### src/rtl/rf_wb_arbiter_pkg.sv
// Shared definitions for the register-file writeback arbiter slice:
// register file geometry and the arbiter FSM state encoding.
package rf_wb_arbiter_pkg;

  localparam int REG_ADDR_W = 5;
  localparam int DATA_W     = 32;
  localparam int NUM_REGS   = 32;

  typedef enum logic [1:0] {
    IDLE  = 2'd0,
    WAIT  = 2'd1,
    FORCE = 2'd2
  } arb_state_t;

endpackage

### src/rtl/rf_scoreboard.sv
// Pending-write scoreboard: one bit per register marks a long-latency
// result that has been issued but not yet written back.
module rf_scoreboard
  import rf_wb_arbiter_pkg::*;
(
  input  logic                  clk,
  input  logic                  rst,
  input  logic                  set_en,
  input  logic [REG_ADDR_W-1:0] set_reg,
  input  logic                  clr_en,
  input  logic [REG_ADDR_W-1:0] clr_reg,
  input  logic [REG_ADDR_W-1:0] rs_addr,
  input  logic [REG_ADDR_W-1:0] rt_addr,
  output logic                  rs_busy,
  output logic                  rt_busy
);

  logic [NUM_REGS-1:0] pending;

  // Clear on writeback grant, then set on issue so a same-cycle re-issue wins.
  always_ff @(posedge clk or negedge rst) begin
    if (!rst) begin
      pending <= '0;
    end else begin
      if (clr_en) begin
        pending[clr_reg] <= 1'b0;
      end
      if (set_en && (set_reg != '0)) begin
        pending[set_reg] <= 1'b1;
      end
    end
  end

  assign rs_busy = rst && (rs_addr != '0) && pending[rs_addr];
  assign rt_busy = rst && (rt_addr != '0) && pending[rt_addr];

endmodule

### src/rtl/rf_wb_arbiter.sv
// Register-file write port arbiter: the pipeline writeback stage has
// priority, the long-latency unit takes free cycles, and a run of
// STARVE_LIMIT blocked cycles forces a one-cycle pipeline bubble.
module rf_wb_arbiter
  import rf_wb_arbiter_pkg::*;
#(
  parameter int STARVE_LIMIT = 4,
  parameter int CNT_W        = 3
) (
  input  logic        clk,
  input  logic        rst,
  input  logic        pipe_we,
  input  logic [4:0]  pipe_wreg,
  input  logic [31:0] pipe_wdata,
  input  logic        lu_issue,
  input  logic [4:0]  lu_issue_reg,
  input  logic        lu_valid,
  input  logic [4:0]  lu_wreg,
  input  logic [31:0] lu_wdata,
  output logic        lu_ready,
  output logic        stall_pipe,
  output logic        rf_we,
  output logic [4:0]  rf_wreg,
  output logic [31:0] rf_wdata,
  input  logic [4:0]  rs_addr,
  input  logic [4:0]  rt_addr,
  output logic        rs_busy,
  output logic        rt_busy
);

  arb_state_t       state;
  logic [CNT_W-1:0] wait_cnt;
  logic [CNT_W-1:0] next_cnt;
  logic             pipe_req;
  logic             ready_raw;
  logic             blocked;
  logic             grant;

  assign pipe_req  = pipe_we && (pipe_wreg != 5'd0);
  assign ready_raw = (state == FORCE) || !pipe_req;
  assign blocked   = lu_valid && !ready_raw;
  assign lu_ready  = rst && ready_raw;
  assign stall_pipe = rst && (state == FORCE);
  assign grant     = lu_valid && lu_ready;

  // wait_cnt holds the number of consecutive blocked cycles seen so far,
  // including the current one once it is counted.
  assign next_cnt = (state == IDLE) ? CNT_W'(1) : (wait_cnt + CNT_W'(1));

  // Starvation FSM: count blocked cycles and take one FORCE cycle at the limit.
  always_ff @(posedge clk or negedge rst) begin
    if (!rst) begin
      state    <= IDLE;
      wait_cnt <= '0;
    end else begin
      case (state)
        IDLE, WAIT: begin
          if (blocked) begin
            wait_cnt <= next_cnt;
            state    <= (next_cnt == CNT_W'(STARVE_LIMIT)) ? FORCE : WAIT;
          end else begin
            wait_cnt <= '0;
            state    <= IDLE;
          end
        end
        FORCE: begin
          wait_cnt <= '0;
          state    <= IDLE;
        end
        default: begin
          wait_cnt <= '0;
          state    <= IDLE;
        end
      endcase
    end
  end

  // Write port mux: pipeline first unless bubbling, then the long unit.
  always_comb begin
    rf_we    = 1'b0;
    rf_wreg  = 5'd0;
    rf_wdata = 32'd0;
    if (rst) begin
      if ((state != FORCE) && pipe_req) begin
        rf_we    = 1'b1;
        rf_wreg  = pipe_wreg;
        rf_wdata = pipe_wdata;
      end else if (lu_valid) begin
        rf_we    = (lu_wreg != 5'd0);
        rf_wreg  = lu_wreg;
        rf_wdata = lu_wdata;
      end
    end
  end

  rf_scoreboard u_scoreboard (
    .clk     (clk),
    .rst     (rst),
    .set_en  (lu_issue),
    .set_reg (lu_issue_reg),
    .clr_en  (grant),
    .clr_reg (lu_wreg),
    .rs_addr (rs_addr),
    .rt_addr (rt_addr),
    .rs_busy (rs_busy),
    .rt_busy (rt_busy)
  );

endmodule

### config.mk
export PLATFORM = sky130hd
export DESIGN_NAME = rf_wb_arbiter
export DESIGN_NICKNAME = d
export VERILOG_FILES = /design/src/rtl/rf_wb_arbiter_pkg.sv /design/src/rtl/rf_scoreboard.sv /design/src/rtl/rf_wb_arbiter.sv
export SDC_FILE = /design/constraint.sdc
export NUM_CORES = 1
export LEC_CHECK = 0
export CAP_MARGIN = 0
export CORE_ASPECT_RATIO = 2
export CORE_MARGIN = 1.5
export CORE_UTILIZATION = 46
export DETAILED_ROUTE_END_ITERATION = 10
export PLACE_DENSITY = 0.88
export SLEW_MARGIN = 0
export SYNTH_ARGS = -nofsm -noshare
export SYNTH_HDL_FRONTEND = slang
export SYNTH_HIERARCHICAL = 1
export SYNTH_SLANG_ARGS = --single-unit
### constraint.sdc
create_clock -name clk -period 4.1 [get_ports clk]
set_clock_uncertainty 0.1 [all_clocks]
set_input_delay 0.41 -clock clk [delete_from_list [all_inputs] [get_ports clk]]
set_output_delay 0.41 -clock clk [all_outputs]
set_load 0.01 [all_outputs]
==> results.md <==
* Cts bufs inserted at 5
* F_max at 283 MHz
* Leakage Power at 1.79 nW
* Synth Net Count at 430
* Setup TNS at 0 ps
* Worst-path clk slew at 60 ps
* Slew Viols, Final at 0
* First-pass GRT wire length at 15500 um
* Startpoint Class: input port
* Seq. cell area at 926 um^2
* Final GP Congestion at 0.900
* Synth area leaders: dfrtp_1 (31%), mux2i_1 (14%), o21ai_0 (11%), mux4_2 (7.5%), nand3_1 (7.4%)
* Uppermost layer routed: met4
* Chip Height at 117 um
* CP required at 3590 ps
* ANT cells at 0
* Sinks on the clock net at 37
* WL/cell at 18.3 um
* Top_reg_cell synth: dfrtp_1
* Detailed Route WL at 9980 um
* Detail Route met2 WL at 5390 um
* CTS H-tree lvls at 2
* Hold buffer count at cts at 0
* I/O Buffers at 135
* Post-CTS Resized at 0
* R2r worst-path depth at 7
* Initial antenna violation count at 0
* Yosys top cell by area: dfrtp_1
* Number of synthesized flops with an enable pin at 0
* Clk buf depth at 2
* Detailed Place HPWL at 7680 um
* GRT Util Overall at 29.7%
* Hold WC Path Type: in -> async
* Largest net degree at the start of global routing at 79
* Total grt overflow at 0
* Final period util at 86.3%
* Initial Utilization at 47.5%
* Final #Nets at 553
* Row count at 41
* IO Pins at 136
* Worst slew margin at 50.5%
* Worst skew pair latency at 280 ps
* Vias post-DR at 3299
* Core area at 0.00631 mm^2
* Die footprint at 0.00703 mm^2
* Post-route ant nets at 0
* Post-CTS Setup Inserts at 0
* M1 WL at 3260 um
* Register area share after synthesis at 30.9%
* Mapped Cells at 335
* CP Capture Type: output pin
* Power per Cell Area at 297 mW/mm^2
* Die X at 60.1 um
* Worst r2r src: state[0]$_DFF_PN0_
* Multi-input logic area at 0.00190 mm^2
* Top-area cell type share of the netlist area at 30.9%
* Critical Path AT at 3030 ps
* CTS tree: yes
* RSZ-0062 raised after global routing: false
* Post-synthesis async set-or-reset flop share at 100%
* Crit Path Class: in -> out
* DR DRC count at 0
* Yosys warns at 6
* Drt initial violations at 231
* Max FO, Critical Path at 9
* Cell area after synthesis at 0.00299 mm^2
* Pre-antenna DRT Iters at 7
* Fin. Hold Viols at 0
* VDD IR max at 0.189 mV
* R2R setup slack at 1470 ps
* Total power at 1.34 mW
* # Max-Cap Violations at 0
* Final setup viols at 0
* Mean Syn Cell Area at 8.94 um^2
* Met3 Routed Length at 703 um
* Vias in the first global route at 3308
* Slew at the pin closest to its max-slew limit at 742 ps
* Layout cells sized above 1 at 7.63%
* Fin crit period at 3540 ps
* Dominant cell by count in the synthesized netlist: o21ai_0
* End of the worst register-to-register path: u_scoreboard/pending[4]$_DFF_PN0_
* Synth cell types at 45
* Fillcell total at 479
* #FFs+latches synth at 37
* Vias/cell at 6.05
* Area Overhead vs Synth at 50.1%
* Top post-synthesis cells by count: o21ai_0 (63), nand2_1 (46), nand3_1 (44)
* Status: complete, no violations
* CTS Root Cell: clkbuf_16
critical path, cell delays in order:
cell and delay [ps]:
clkdlybuf4s50_1 820, mux4_2 560, mux2i_1 370, o22ai_1 140
o211a_1 240, clkdlybuf4s50_1 470
stage by stage:
step,setup slack (ps),std cells,hold WS (ps),instance area (um^2),utilization [%]
floorplan,1460,335,14.4,2990,-
global placement,599,537,374,4350,69.0
detailed placement,575,537,390,4350,69.0
CTS,558,545,103,4500,71.2
global route,458,545,131,4500,71.2
finish,562,545,87.3,4500,71.2
logic make-up after synthesis:
| group | count (synthesis) | synth area share [%] |
|---|---|---|
| muxes | 59 | 26.7 |
| and+or+nand+nor | 130 | 21.7 |
| buffers and inverters | 30 | 5.52 |
| xor gates and xnor gates | 1 | 0.293 |
| AOI/OAI and AO/OA | 77 | 14.5 |
| DFF | 37 | 30.9 |
| adders and majority gates | 1 | 0.418 |
placed cells by master (no fill, tap or decap), drive strengths merged, types with 2 or more instances in the layout:
| cell | synthesis | layout |
|---|---|---|
| a21oi | 3 | 3 |
| mux2i | 42 | 42 |
| nand3 | 44 | 44 |
| nor2 | 10 | 10 |
| or3 | 2 | 2 |
| buf | 9 | 8 |
| clkinv | 0 | 2 |
| mux4 | 15 | 15 |
| and2 | 2 | 2 |
| o21ai | 63 | 63 |
| nand2 | 46 | 46 |
| clkbuf | 17 | 5 |
| nor2b | 4 | 4 |
| clkdlybuf4s50 | 0 | 134 |
| o211ai | 2 | 2 |
| inv | 4 | 4 |
| nand2b | 5 | 5 |
| or3b | 2 | 2 |
| or4 | 3 | 3 |
| dfrtp | 37 | 37 |
| nand3b | 6 | 6 |
| o2111ai | 2 | 2 |
| mux2 | 2 | 2 |
final cells by class:
| class | instances | share of cell area [%] |
|---|---|---|
| clock buffer | 5 | 2.78 |
| clock inverter | 3 | 0.390 |
| inverter | 4 | 0.334 |
| multi-input combinational | 268 | 42.3 |
| sequential | 37 | 20.6 |
| tap | 86 | 2.39 |
| timing repair buffer | 142 | 31.2 |
report_power, final:
group / total [mW] / switching (mW) / internal, mW
Sequential: 0.510 / 0.0683 / 0.441
Combinational: 0.459 / 0.194 / 0.266
Clock: 0.367 / 0.145 / 0.222
state kept, by name, indices dropped and copies added, names as in the netlist:
signal / flops
state: 2
u_scoreboard/pending: 32
wait_cnt: 3
layer usage:
| metal | up-vias | track usage, % |
|---|---|---|
| li1 | 1489 | - |
| met1 | 1533 | 29.5 |
| met2 | 222 | 53.3 |
| met3 | 55 | 5.16 |
| met4 | 0 | 20.3 |
| met5 | - | 0 |
worst max path at each step:
stage | start | end | slack (ps)
6_report | rt_addr[0] | rt_busy | 560
5_1_grt | rt_addr[0] | rt_busy | 460
4_1_cts | pipe_wreg[1] | rf_wdata[31] | 560
2_1_floorplan | pipe_wreg[1] | u_scoreboard/pending[8]$_DFF_PN0_ | 1460
3_5_place_dp | pipe_wreg[1] | rf_wdata[31] | 570
3_3_place_gp | pipe_wreg[1] | rf_wdata[31] | 600
No activity file was read; power rests on OpenSTA's default activity.
==> patch 1, RTL diff (same flow settings) <==
Set the package constant `NUM_REGS` to 64 (it was 32).
--- a/src/rtl/rf_wb_arbiter_pkg.sv
+++ b/src/rtl/rf_wb_arbiter_pkg.sv
@@ -4,7 +4,7 @@
 
   localparam int REG_ADDR_W = 5;
   localparam int DATA_W     = 32;
-  localparam int NUM_REGS   = 32;
+  localparam int NUM_REGS   = 64;
 
   typedef enum logic [1:0] {
     IDLE  = 2'd0,
Function: no difference found for any inputs over 10 cycles, from zero or initial values and one cycle with rst low; that may be too few to reach the edited logic, so the function may still have changed.
==> patch 1 against the unedited design <==
- die area is 0.48% lower
- largest cell class unchanged
- global-route usage is 0.87 points higher
- worst setup slack better by 0.029 ns
- count of clock-buffer cells in the layout is 1 higher
- sequential cell count stayed put
- largest power group unchanged
- synthesized area is 0.50% lower
- wire length is 2.2% higher
- power is 0.41% higher
- cell area is 0.17% higher
- via count is 0.52% higher
- hold slack better by 0.30 ns
- highest routed layer unchanged
==> patch 1: results (changes against the unedited design) <==
status completed; number of DRC markers in iteration 0 260 (+13%); Syn Nets 419 (-2.6%); largest net degree at the start of global routing 71 (-10%); placed cell areas 0.00435 sq mm (about the same); multi-input combinational area share 0.424 (+0.000960); Filler cells 496 (+3.5%); RR Endpoint u_scoreboard/pending[28]; Synth area leaders dfrtp_1 31%, mux2i_1 13%, o21ai_0 11%, mux4_1 7.1%, nand3_1 6.7%; vias per cell 6.18 (+2.0%); M3 GR Usage 0.0901 (+0.0385); fin crit share 0.856 (-0.00716); Inverters 3 (-1); WP data arrival 3.00 ns (-0.03 ns); bufs w/o clock 141 (-0.70%); Hold WS 0.384 ns (+0.297 ns); Cells after DPL 528 (-1.7%); Clock buffer cells 6 (+1); Leakage 1.77 nW (-0.86%); Hold Path Class flop to flop; dpl ws 0.619 ns (+0.0442 ns); routed length on met1 3270 microns (+0.43%); drt wl/cell 19.0 microns (+3.7%); CP Capture Point rs_busy; TritonRoute pass-1 iters 6 (-1); sequential area share after synthesis 0.311 (+0.00156); fraction of area in registers 0.206 (-0.000343)
==> patch 1: cell count changes after synthesis, moves of 4 or more <==
cell | unedited run | this run
mux2i_1 | 42 | 38
mux4_1 | 4 | 8
nand2_1 | 46 | 42
nand3_1 | 44 | 40
nand3b_1 | 6 | 10
or3b_2 | 2 | 6
==> patch 1: kinds of logic after synthesis <==
group,count (synthesis),share of synthesized area
compound gates,81,0.156
xor+xnor,1,0.00294
fa+ha+maj,1,0.00420
buf+inv,25,0.0479
flops,37,0.311
mux,55,0.262
simple gates,124,0.215
==> patch 1: power groups by stage <==
stage	logic, W	clock network, W	registers, W
2_1_floorplan	0.000243	0	0.000477
3_3_place_gp	0.000430	0	0.000509
3_5_place_dp	0.000446	0	0.000513
4_1_cts	0.000451	0.000369	0.000507
5_1_grt	0.000498	0.000388	0.000518
6_report	0.000460	0.000367	0.000514
==> patch 1: timing repair <==
item,in CTS,in global routing
hold endpoints to repair,17,0
buffers inserted,0,0
hold buffers,1,0
==> patch 2, RTL diff (config.mk and constraints unchanged) <==
Without the edit above. Make the reset (`rst`) synchronous in 2 clocked blocks.
--- a/src/rtl/rf_scoreboard.sv
+++ b/src/rtl/rf_scoreboard.sv
@@ -18,7 +18,7 @@
   logic [NUM_REGS-1:0] pending;
 
   // Clear on writeback grant, then set on issue so a same-cycle re-issue wins.
-  always_ff @(posedge clk or negedge rst) begin
+  always_ff @(posedge clk) begin
     if (!rst) begin
       pending <= '0;
     end else begin
--- a/src/rtl/rf_wb_arbiter.sv
+++ b/src/rtl/rf_wb_arbiter.sv
@@ -48,7 +48,7 @@
   assign next_cnt = (state == IDLE) ? CNT_W'(1) : (wait_cnt + CNT_W'(1));
 
   // Starvation FSM: count blocked cycles and take one FORCE cycle at the limit.
-  always_ff @(posedge clk or negedge rst) begin
+  always_ff @(posedge clk) begin
     if (!rst) begin
       state    <= IDLE;
       wait_cnt <= '0;
Behaviour: same outputs for any inputs over 4 cycles, from zero or initial values and one cycle with rst low; that may be too few to reach the edited logic, so the function may still have changed.
==> patch 2 against the unedited design <==
- cell area is 0.83% lower
- clock power is 23% higher
- synthesized area is 2.5% lower
- worst setup slack better by 0.079 ns
- synthesized cell count is 6.9% higher
- power is 16% lower
- critical path depth stayed put
- wire length is 2.1% higher
- hold slack better by 0.29 ns
- sequential cell count stayed put
==> patch 2: results (changes against the unedited design) <==
post-detail-place hpwl 7630 microns (-0.56%); Overall Global Routing Usage 0.307 (+0.0107); vias per cell 5.88 (-2.8%); Synth cell types 41 (-8.9%); CP max-delay cell clkdlybuf4s50_1; clk slew on worst S/H paths 0.05 ns; share of cells above drive strength 1 0.0745 (-0.00172); sequential area share after synthesis 0.254 (-0.0556); Synth area leaders dfxtp_1 25%, nand2_1 14%, mux2i_1 13%, mux4_2 12%, a21boi_0 8.0%; post_cts resized 0 (unchanged); clock root cell clkbuf_16; Top FF cell, synth dfxtp_1; Max Cap Viol 0 (unchanged); FFs w/ async S/R, synth 0 (-1.00); clock latency on the worst-skew pair between 0.2 and 0.3 ns; diode count 0 (unchanged); Max VDD drop 0.152 mV (-20%); initial antenna violation count 0 (unchanged); Syn Nets 453 (+5.3%); Clock Tree Buf Depth 2 (unchanged); Leakage 1.67 nW (-6.5%); CTS buffer count 5 (unchanged); total congestion overflow 0 (unchanged); post-CTS setup buffers 0 (unchanged); status completed; synth cell count leaders 108 x nand2_1, 38 x mux2i_1, 37 x dfxtp_1; synth warn 6 (unchanged); largest net degree at the start of global routing 60 (-24%); Max FO, Critical Path 8 (-1); gpl congestion 0.948 (+5.3%); placed cell areas 0.00429 sq mm (-1.6%); IO buf count 135 (unchanged); CTS H-tree depth 2 (unchanged); WP data arrival 2.95 ns (-0.08 ns); number of global-route vias before repair 3,532 (+6.8%); final net count 577 (+4.3%); top cell family by delay on the critical path buffers and inverters; crit-path max cell delay 0.76 ns (-0.06 ns); biggest regs u_scoreboard/pending x32, wait_cnt x3, state x2; drt wl/cell 18.0 microns (-1.9%); number of DRC markers in iteration 0 265 (+15%); Filler cells 480 (+0.21%); first-pass GRT wire length 16,000 microns (+3.6%); TritonRoute pass-1 iters 5 (-2); reg2reg setup slack 1.68 ns (+0.21 ns); Hold Path Class flop to flop; Max-slew headroom 0.253 (-0.252)
==> patch 2: worst register-to-register path: cells and delay by family, from the launching register on <==
| kind | cells | cell delay (ns) |
|---|---|---|
| buffers and inverters | 1 | 0.28 |
| and+or+nand+nor | 3 | 1.05 |
| AOI/OAI and AO/OA | 3 | 0.50 |
| DFF | 1 | 0.36 |
==> patch 2: cell type report <==
class,instances,area (sq um),share of cell area
clock inverters,1,30.0,0.00674
inverters,4,15.0,0.00337
well taps,84,105,0.0236
flip-flops and latches,37,741,0.166
repair buffers,139,1390,0.312
multi-input cells,295,2040,0.457
clock buffers,7,143,0.0320
==> patch 2: cell families after synthesis <==
kind of cell / Yosys count / share of synthesized area
compound gates: 80 / 0.183
xor+xnor: 1 / 0.00300
fa+ha+maj: 1 / 0.00428
buf+inv: 26 / 0.0493
flops: 37 / 0.254
mux: 57 / 0.265
simple gates: 156 / 0.242
==> patch 2: path summary, 6_finish.rpt <==
kind	from	endpoint	depth (start not counted)
setup / recovery	rs_addr[1]	rs_busy	6
hold / removal	wait_cnt[0]	wait_cnt[0]	1
setup reg to reg	state[0]	u_scoreboard/pending[20]	7
hold reg to reg	wait_cnt[0]	wait_cnt[0]	1
==> patch 2: metal layers <==
metal  track usage  up-vias  part of all wire
met5             0        -                 0
met4         0.212        0             0.057
met3        0.0603       51             0.088
met2         0.544      252              0.51
met1         0.308     1501              0.34
li1              -     1532                 -
==> patch 2: stage by stage <==
stage	instances	worst slack, ns	hold slack (ns)
2_1_floorplan	358	1.50	0.342
3_3_place_gp	559	0.732	0.362
3_5_place_dp	559	0.649	0.373
4_1_cts	567	0.637	0.382
5_1_grt	567	0.545	0.401
6_report	567	0.641	0.382
==> patch 2: power by group <==
group / internal, W / switching, W / total, W / leakage [nW]
clock network: 0.000304 / 0.000146 / 0.000450 / 0.0841
logic: 0.000172 / 0.000128 / 0.000301 / 1.29
registers: 0.000365 / 0.00000420 / 0.000369 / 0.299
total: 0.000841 / 0.000279 / 0.00112 / 1.67
